**src/rtl/uart_cmd_pkg.sv**
```systemverilog
// Shared definitions for the UART command link (accumulator and serializer).
package uart_cmd_pkg;

  localparam logic [7:0] TERM_BYTE_0   = 8'hBE;
  localparam logic [7:0] TERM_BYTE_1   = 8'hEF;
  localparam int         MAX_CMD_BYTES = 128;

  typedef enum logic [2:0] {
    IDLE    = 3'd0,
    PAYLOAD = 3'd1,
    CHK     = 3'd2,
    TERM0   = 3'd3,
    TERM1   = 3'd4
  } ser_state_t;

endpackage

```
**src/rtl/uart_tx_stall_timer.sv**
```systemverilog
// Counts consecutive stalled cycles on the TX handshake; expired fires on the
// TIMEOUT-th stalled cycle so the owner can abort at that clock edge.
module uart_tx_stall_timer #(
  parameter int TIMEOUT = 2000
) (
  input  logic clk,
  input  logic reset,
  input  logic clear,
  input  logic count_en,
  output logic expired
);

  localparam int CW = $clog2(TIMEOUT + 1);

  logic [CW-1:0] count;

  always_ff @(posedge clk) begin
    if (reset || clear) begin
      count <= '0;
    end else if (count_en) begin
      count <= count + CW'(1);
    end else begin
      count <= count;
    end
  end

  assign expired = count_en && (count == CW'(TIMEOUT - 1));

endmodule

```
**src/rtl/uart_command_serializer.sv**
```systemverilog
// Emits a buffered command byte-by-byte over valid/ready, followed by BE EF.
// Define CMD_SER_CHECKSUM_EN to insert an XOR checksum byte before the terminator.
module uart_command_serializer
  import uart_cmd_pkg::*;
#(
  parameter int MAX_BYTES = MAX_CMD_BYTES,
  parameter int TIMEOUT   = 2000
) (
  input  logic                   clk,
  input  logic                   reset,
  input  logic [8*MAX_BYTES-1:0] input_data,
  input  logic [7:0]             input_data_size,
  input  logic                   start,
  input  logic                   tx_ready,
  output logic [7:0]             tx_data,
  output logic                   tx_valid,
  output logic                   busy,
  output logic                   done,
  output logic                   error
);

  localparam int IW = $clog2(MAX_BYTES) + 1;
  localparam logic [8:0] MAX_SIZE = 9'(MAX_BYTES);
`ifdef CMD_SER_CHECKSUM_EN
  localparam ser_state_t AFTER_PAYLOAD = CHK;
`else
  localparam ser_state_t AFTER_PAYLOAD = TERM0;
`endif

  ser_state_t             state, state_next;
  logic [IW-1:0]          idx, idx_next;
  logic [7:0]             size_q, size_next;
  logic [8*MAX_BYTES-1:0] payload_q, payload_next;
  logic [7:0]             tx_data_next;
  logic                   tx_valid_next, busy_next, done_next, error_next;
  logic                   hs, expired;
  logic [7:0]             chk_next;
`ifdef CMD_SER_CHECKSUM_EN
  logic [7:0]             chk_q;
`endif

  assign hs = tx_valid && tx_ready;

  uart_tx_stall_timer #(.TIMEOUT(TIMEOUT)) u_stall_timer (
    .clk      (clk),
    .reset    (reset),
    .clear    (hs || !tx_valid),
    .count_en (tx_valid && !tx_ready),
    .expired  (expired)
  );

  always_comb begin
    state_next   = state;
    idx_next     = idx;
    size_next    = size_q;
    payload_next = payload_q;
    error_next   = error;
    done_next    = 1'b0;
`ifdef CMD_SER_CHECKSUM_EN
    chk_next     = chk_q;
`else
    chk_next     = 8'h00;
`endif
    case (state)
      IDLE: begin
        if (start) begin
          if ({1'b0, input_data_size} > MAX_SIZE) begin
            error_next = 1'b1;
          end else begin
            error_next   = 1'b0;
            payload_next = input_data;
            size_next    = input_data_size;
            idx_next     = '0;
            chk_next     = 8'h00;
            state_next   = (input_data_size == 8'd0) ? AFTER_PAYLOAD : PAYLOAD;
          end
        end else begin
          state_next = IDLE;
        end
      end
      PAYLOAD: begin
        if (hs) begin
          chk_next = chk_next ^ tx_data;
          idx_next = idx + IW'(1);
          if (idx + IW'(1) == IW'(size_q)) begin
            state_next = AFTER_PAYLOAD;
          end else begin
            state_next = PAYLOAD;
          end
        end else begin
          state_next = PAYLOAD;
        end
      end
`ifdef CMD_SER_CHECKSUM_EN
      CHK: begin
        if (hs) begin
          state_next = TERM0;
        end else begin
          state_next = CHK;
        end
      end
`endif
      TERM0: begin
        if (hs) begin
          state_next = TERM1;
        end else begin
          state_next = TERM0;
        end
      end
      TERM1: begin
        if (hs) begin
          state_next = IDLE;
          done_next  = 1'b1;
        end else begin
          state_next = TERM1;
        end
      end
      default: state_next = IDLE;
    endcase

    // A stall timeout overrides whatever the frame was doing.
    if (state != IDLE && expired) begin
      state_next = IDLE;
      error_next = 1'b1;
      done_next  = 1'b0;
    end else begin
      state_next = state_next;
    end

    tx_valid_next = 1'b1;
    case (state_next)
      PAYLOAD: tx_data_next = payload_next[{idx_next, 3'b000} +: 8];
      CHK:     tx_data_next = chk_next;
      TERM0:   tx_data_next = TERM_BYTE_0;
      TERM1:   tx_data_next = TERM_BYTE_1;
      default: begin
        tx_data_next  = 8'h00;
        tx_valid_next = 1'b0;
      end
    endcase
    busy_next = (state_next != IDLE);
  end

  always_ff @(posedge clk) begin
    if (reset) begin
      state     <= IDLE;
      idx       <= '0;
      size_q    <= 8'h00;
      payload_q <= '0;
      tx_data   <= 8'h00;
      tx_valid  <= 1'b0;
      busy      <= 1'b0;
      done      <= 1'b0;
      error     <= 1'b0;
    end else begin
      state     <= state_next;
      idx       <= idx_next;
      size_q    <= size_next;
      payload_q <= payload_next;
      tx_data   <= tx_data_next;
      tx_valid  <= tx_valid_next;
      busy      <= busy_next;
      done      <= done_next;
      error     <= error_next;
    end
  end

`ifdef CMD_SER_CHECKSUM_EN
  always_ff @(posedge clk) begin
    if (reset) begin
      chk_q <= 8'h00;
    end else begin
      chk_q <= chk_next;
    end
  end
`endif

endmodule

```
**config.mk**
```make
export PLATFORM = sky130hd
export DESIGN_NAME = uart_command_serializer
export DESIGN_NICKNAME = d
export VERILOG_FILES = /design/src/rtl/uart_cmd_pkg.sv /design/src/rtl/uart_tx_stall_timer.sv /design/src/rtl/uart_command_serializer.sv
export SDC_FILE = /design/constraint.sdc
export NUM_CORES = 2
export LEC_CHECK = 0
export BUFFER_PORTS_ARGS = -buffer_cell sky130_fd_sc_hd__buf_2
export CAP_MARGIN = 10
export CORE_AREA = 2 2 406 408
export DETAILED_ROUTE_END_ITERATION = 8
export DIE_AREA = 0 0 408 410
export PLACE_DENSITY = 0.61
export SYNTH_ARGS = -nofsm -noshare
export SYNTH_HDL_FRONTEND = slang
export SYNTH_SLANG_ARGS = --single-unit
```
**constraint.sdc**
```tcl
create_clock -name clk -period 2.87 [get_ports clk]
set_input_delay 0 -clock clk [delete_from_list [all_inputs] [get_ports clk]]
set_output_delay 0 -clock clk [all_outputs]
set_load 0.01 [all_outputs]
```
==> impl_metrics.env <==
export IMPL_leakage_nw=31.0
export IMPL_start_util_pct=28.6
export IMPL_max_vdd_ir_drop_mv=0.470
export IMPL_end_kind="flop"
export IMPL_slew_headroom_pct=6.34
export IMPL_avgViaCountPerCell=5.37
export IMPL_hold_viol_final=0
export IMPL_status="complete, but fails checks"
export IMPL_seqPwrFrac_pct=42.1
export IMPL_drive_above_1_share_pct=23.0
export IMPL_cts_num_sinks=1066
export IMPL_cts_tree="built"
export IMPL_nNetsFinal=9835
export IMPL_cts_buffer_depth=3
export IMPL_power_density_mw_per_mm2=501
export IMPL_tightest_slew_ps=1400
export IMPL_synth_ff_type="dfxtp_1"
export IMPL_dieArea_mm2=0.167
export IMPL_fin_skew_ps=37.1
export IMPL_drt_iter0_markers=7619
export IMPL_syn_area_mm2=0.0467
export IMPL_fin_ws_ps=-708
export IMPL_grt_setup_unrepaired="true"
export IMPL_clkLatencyLatePin_ps=770
export IMPL_worst_path_max_fanout=12
export IMPL_path_clk_slew_ps=70
export IMPL_synth_seq_cells=1066
export IMPL_grt_antenna_before_repair=110
export IMPL_drt_wl_total_mm=294
export IMPL_grt_first_pass_wirelength_mm=412
export IMPL_ant_nets=0
export IMPL_portBuffers=1047
export IMPL_min_path_type="input port to flop"
export IMPL_crit_arrival_ps=4230
export IMPL_switching_share_pct=27.1
export IMPL_io_pins=1048
export IMPL_synth_cell_types=77
export IMPL_grt_max_degree=214
export IMPL_setup_viol=8
export IMPL_dp_hpwl_mm=197
export IMPL_fin_crit_ps=3580
export IMPL_tns_ps=-4880
export IMPL_cts_inserted_buffers=117
export IMPL_clockPowerShare_pct=43.1
export IMPL_final_max_slew_viol_count=0
export IMPL_overflow=0
export IMPL_syn_mean_instance_area_um2=7.35
export IMPL_die_height_um=410
export IMPL_die_x_um=408
export IMPL_area_growth_pct=62.1
export IMPL_worstSetupStartpointType="flop"
export IMPL_rows=149
export IMPL_clock_fmax_mhz=280
export IMPL_remaining_drc_errors=0
export IMPL_switchingPower_w=0.0103
export IMPL_hold_ws_ps=48.2
export IMPL_gp_congestion=0.935
export IMPL_synth_nets=7389
export IMPL_synthArstFlopShare_pct=0
export IMPL_dr_pass1_iters=9
export IMPL_routedWlPerCell_um=26.4
export IMPL_violations="setup timing"
export IMPL_required_ps=3520
export IMPL_synth_edf_count=0
export IMPL_first_global_vias=58420
export IMPL_synth_cells=6351
export IMPL_power_frac_comb_pct=14.8
export IMPL_critPathKind="flop to flop"
export IMPL_track_usage_pct=33.8
export IMPL_cts_htree_levels=3
export IMPL_cap_violations=0
export IMPL_timing_final_crit_share_pct=125
export IMPL_yosysSeqAreaShare_pct=45.7
export IMPL_vias=59846
export IMPL_p_int_w=0.0276
export IMPL_yosysWarnings=0
export IMPL_cts_root_buf="clkbuf_16"
export IMPL_core_mm2=0.163
## stage by stage
stage / worst slack [ps] / utilization (%) / cell area [um2] / power, W / std cells
finish: -708 / 46.3 / 75700 / 0.0379 / 11151
detailed placement: -1180 / 35.3 / 57700 / 0.0200 / 9641
global route: -728 / 46.3 / 75600 / 0.0390 / 11121
global placement: -1240 / 35.3 / 57700 / 0.0200 / 9640
floorplan: -51.7 / - / 46800 / 0.0179 / 6351
CTS: -732 / 45.7 / 74700 / 0.0375 / 11064
## state kept, by name, summed over array words and instances, names as in the netlist
name,count
idx,8
error,1
done,1
busy,1
tx_data,8
payload_q,1024
tx_valid,1
u_stall_timer.count,11
size_q,8
state,3
## repair_timing
item / CTS / global route
endpoints found under the hold margin: 1065 / 0
pin swaps: 38 / 43
hold buffers: 1193 / 0
cloned: 4 / 6
setup endpoints to repair: 381 / 298
buffers inserted: 14 / 16
gates resized for setup: 154 / 139
## kinds of logic (layout without fill, tap and decap cells)
group                      after synthesis  after routing  share of synthesized area (%)
and+or+nand+nor                       2824           2824                           23.7
AOI/OAI and AO/OA                     1652           1652                           19.5
DFF                                   1066           1066                           45.7
buffers and inverters                  529           3072                           5.05
muxes                                  256            256                           5.58
xor gates and xnor gates                22             22                          0.413
adders and majority gates                2              2                         0.0536
other                                    0             68                              0
## layer usage
metal	track usage (%)	vias to the layer above	part of all wire, %
li1	-	26415	-
met1	42.8	28159	41
met2	50.6	3960	43
met3	10.2	1252	9.4
met4	19.5	60	6.8
met5	0.977	-	0.12
## synth_stat cells (6+ instances only)
library cell / count / area (um2)
a2111oi_0: 10 / 87.6
a21oi_1: 1176 / 5890
a221oi_1: 6 / 52.6
a22oi_1: 6 / 45.0
a311oi_1: 10 / 87.6
a31oi_1: 113 / 707
and2_1: 7 / 43.8
and3_1: 17 / 106
buf_1: 24 / 90.1
buf_2: 162 / 811
buf_4: 25 / 188
buf_6: 10 / 113
clkbuf_1: 305 / 1140
dfxtp_1: 1066 / 21300
mux2i_1: 248 / 2480
nand2_1: 2552 / 9580
nand2b_1: 6 / 37.5
nand3_1: 54 / 270
nand4_1: 13 / 81.3
nor2_1: 60 / 225
nor3_1: 39 / 195
nor4_1: 35 / 219
o211ai_1: 24 / 180
o21ai_0: 108 / 541
o221ai_1: 12 / 105
o22ai_1: 88 / 551
o311ai_0: 10 / 87.6
o31ai_1: 9 / 67.6
or3_1: 12 / 75.1
or4_1: 11 / 82.6
xnor2_1: 13 / 114
xor2_1: 9 / 78.8
## worst paths after layout
kind                                     to  cells past startpoint                       from  slack (ps)
setup / recovery    tx_data[6]$_SDFFE_PP0P_                     15        state[2]$_SDFF_PP0_        -710
hold / removal    payload_q[911]$_SDFF_PP0_                      4            input_data[911]          50
setup reg to reg    tx_data[6]$_SDFFE_PP0P_                     15        state[2]$_SDFF_PP0_        -710
hold reg to reg   payload_q[800]$_SDFF_PP0_                      2  payload_q[800]$_SDFF_PP0_         450
## cells in the final DEF, fill, tap and decap left out, types with 18 or more instances in the layout
cell type,instances
buf_12,71
buf_6,37
dlygate4sd3_1,1193
nor2_1,53
a31oi_1,109
nand3_1,43
o21ai_0,89
buf_2,1046
buf_4,477
clkbuf_1,19
clkbuf_8,30
mux2i_1,222
nand2_1,2530
o22ai_1,79
o211ai_1,24
diode_2,68
nor3_1,29
a21oi_1,1173
clkbuf_16,126
o21ai_1,18
dfxtp_1,1063
## critical path, stage by stage, from the launching register on
cell and delay (ps):
dfxtp_2 340, buf_6 120, nand2b_4 130, or3_4 390, o21a_1 240, nor2_4 110
buf_12 150, buf_4 220, buf_4 230, mux2i_1 340, o22ai_1 220, o21ai_0 250
buf_4 150, o311ai_0 150, buf_4 190, a32o_1 240
## final cells by class
type | count | area [um2]
Clock inverter | 47 | 621
Fill cell | 15388 | 87800
Multi-Input combinational cell | 4756 | 24100
Timing Repair Buffer | 2853 | 23300
Inverter | 3 | 11.3
Antenna cell | 68 | 170
Clock buffer | 169 | 3490
Sequential cell | 1066 | 21300
Tap cell | 2189 | 2740
## power groups by stage
stage / combinational [W] / clock [W] / sequential, W
6_report: 0.00562 / 0.0163 / 0.0160
5_1_grt: 0.00596 / 0.0171 / 0.0160
4_1_cts: 0.00519 / 0.0164 / 0.0159
3_5_place_dp: 0.00379 / 0 / 0.0162
3_3_place_gp: 0.00375 / 0 / 0.0162
2_1_floorplan: 0.00184 / 0 / 0.0161
Power figures use the tool's default switching activity.
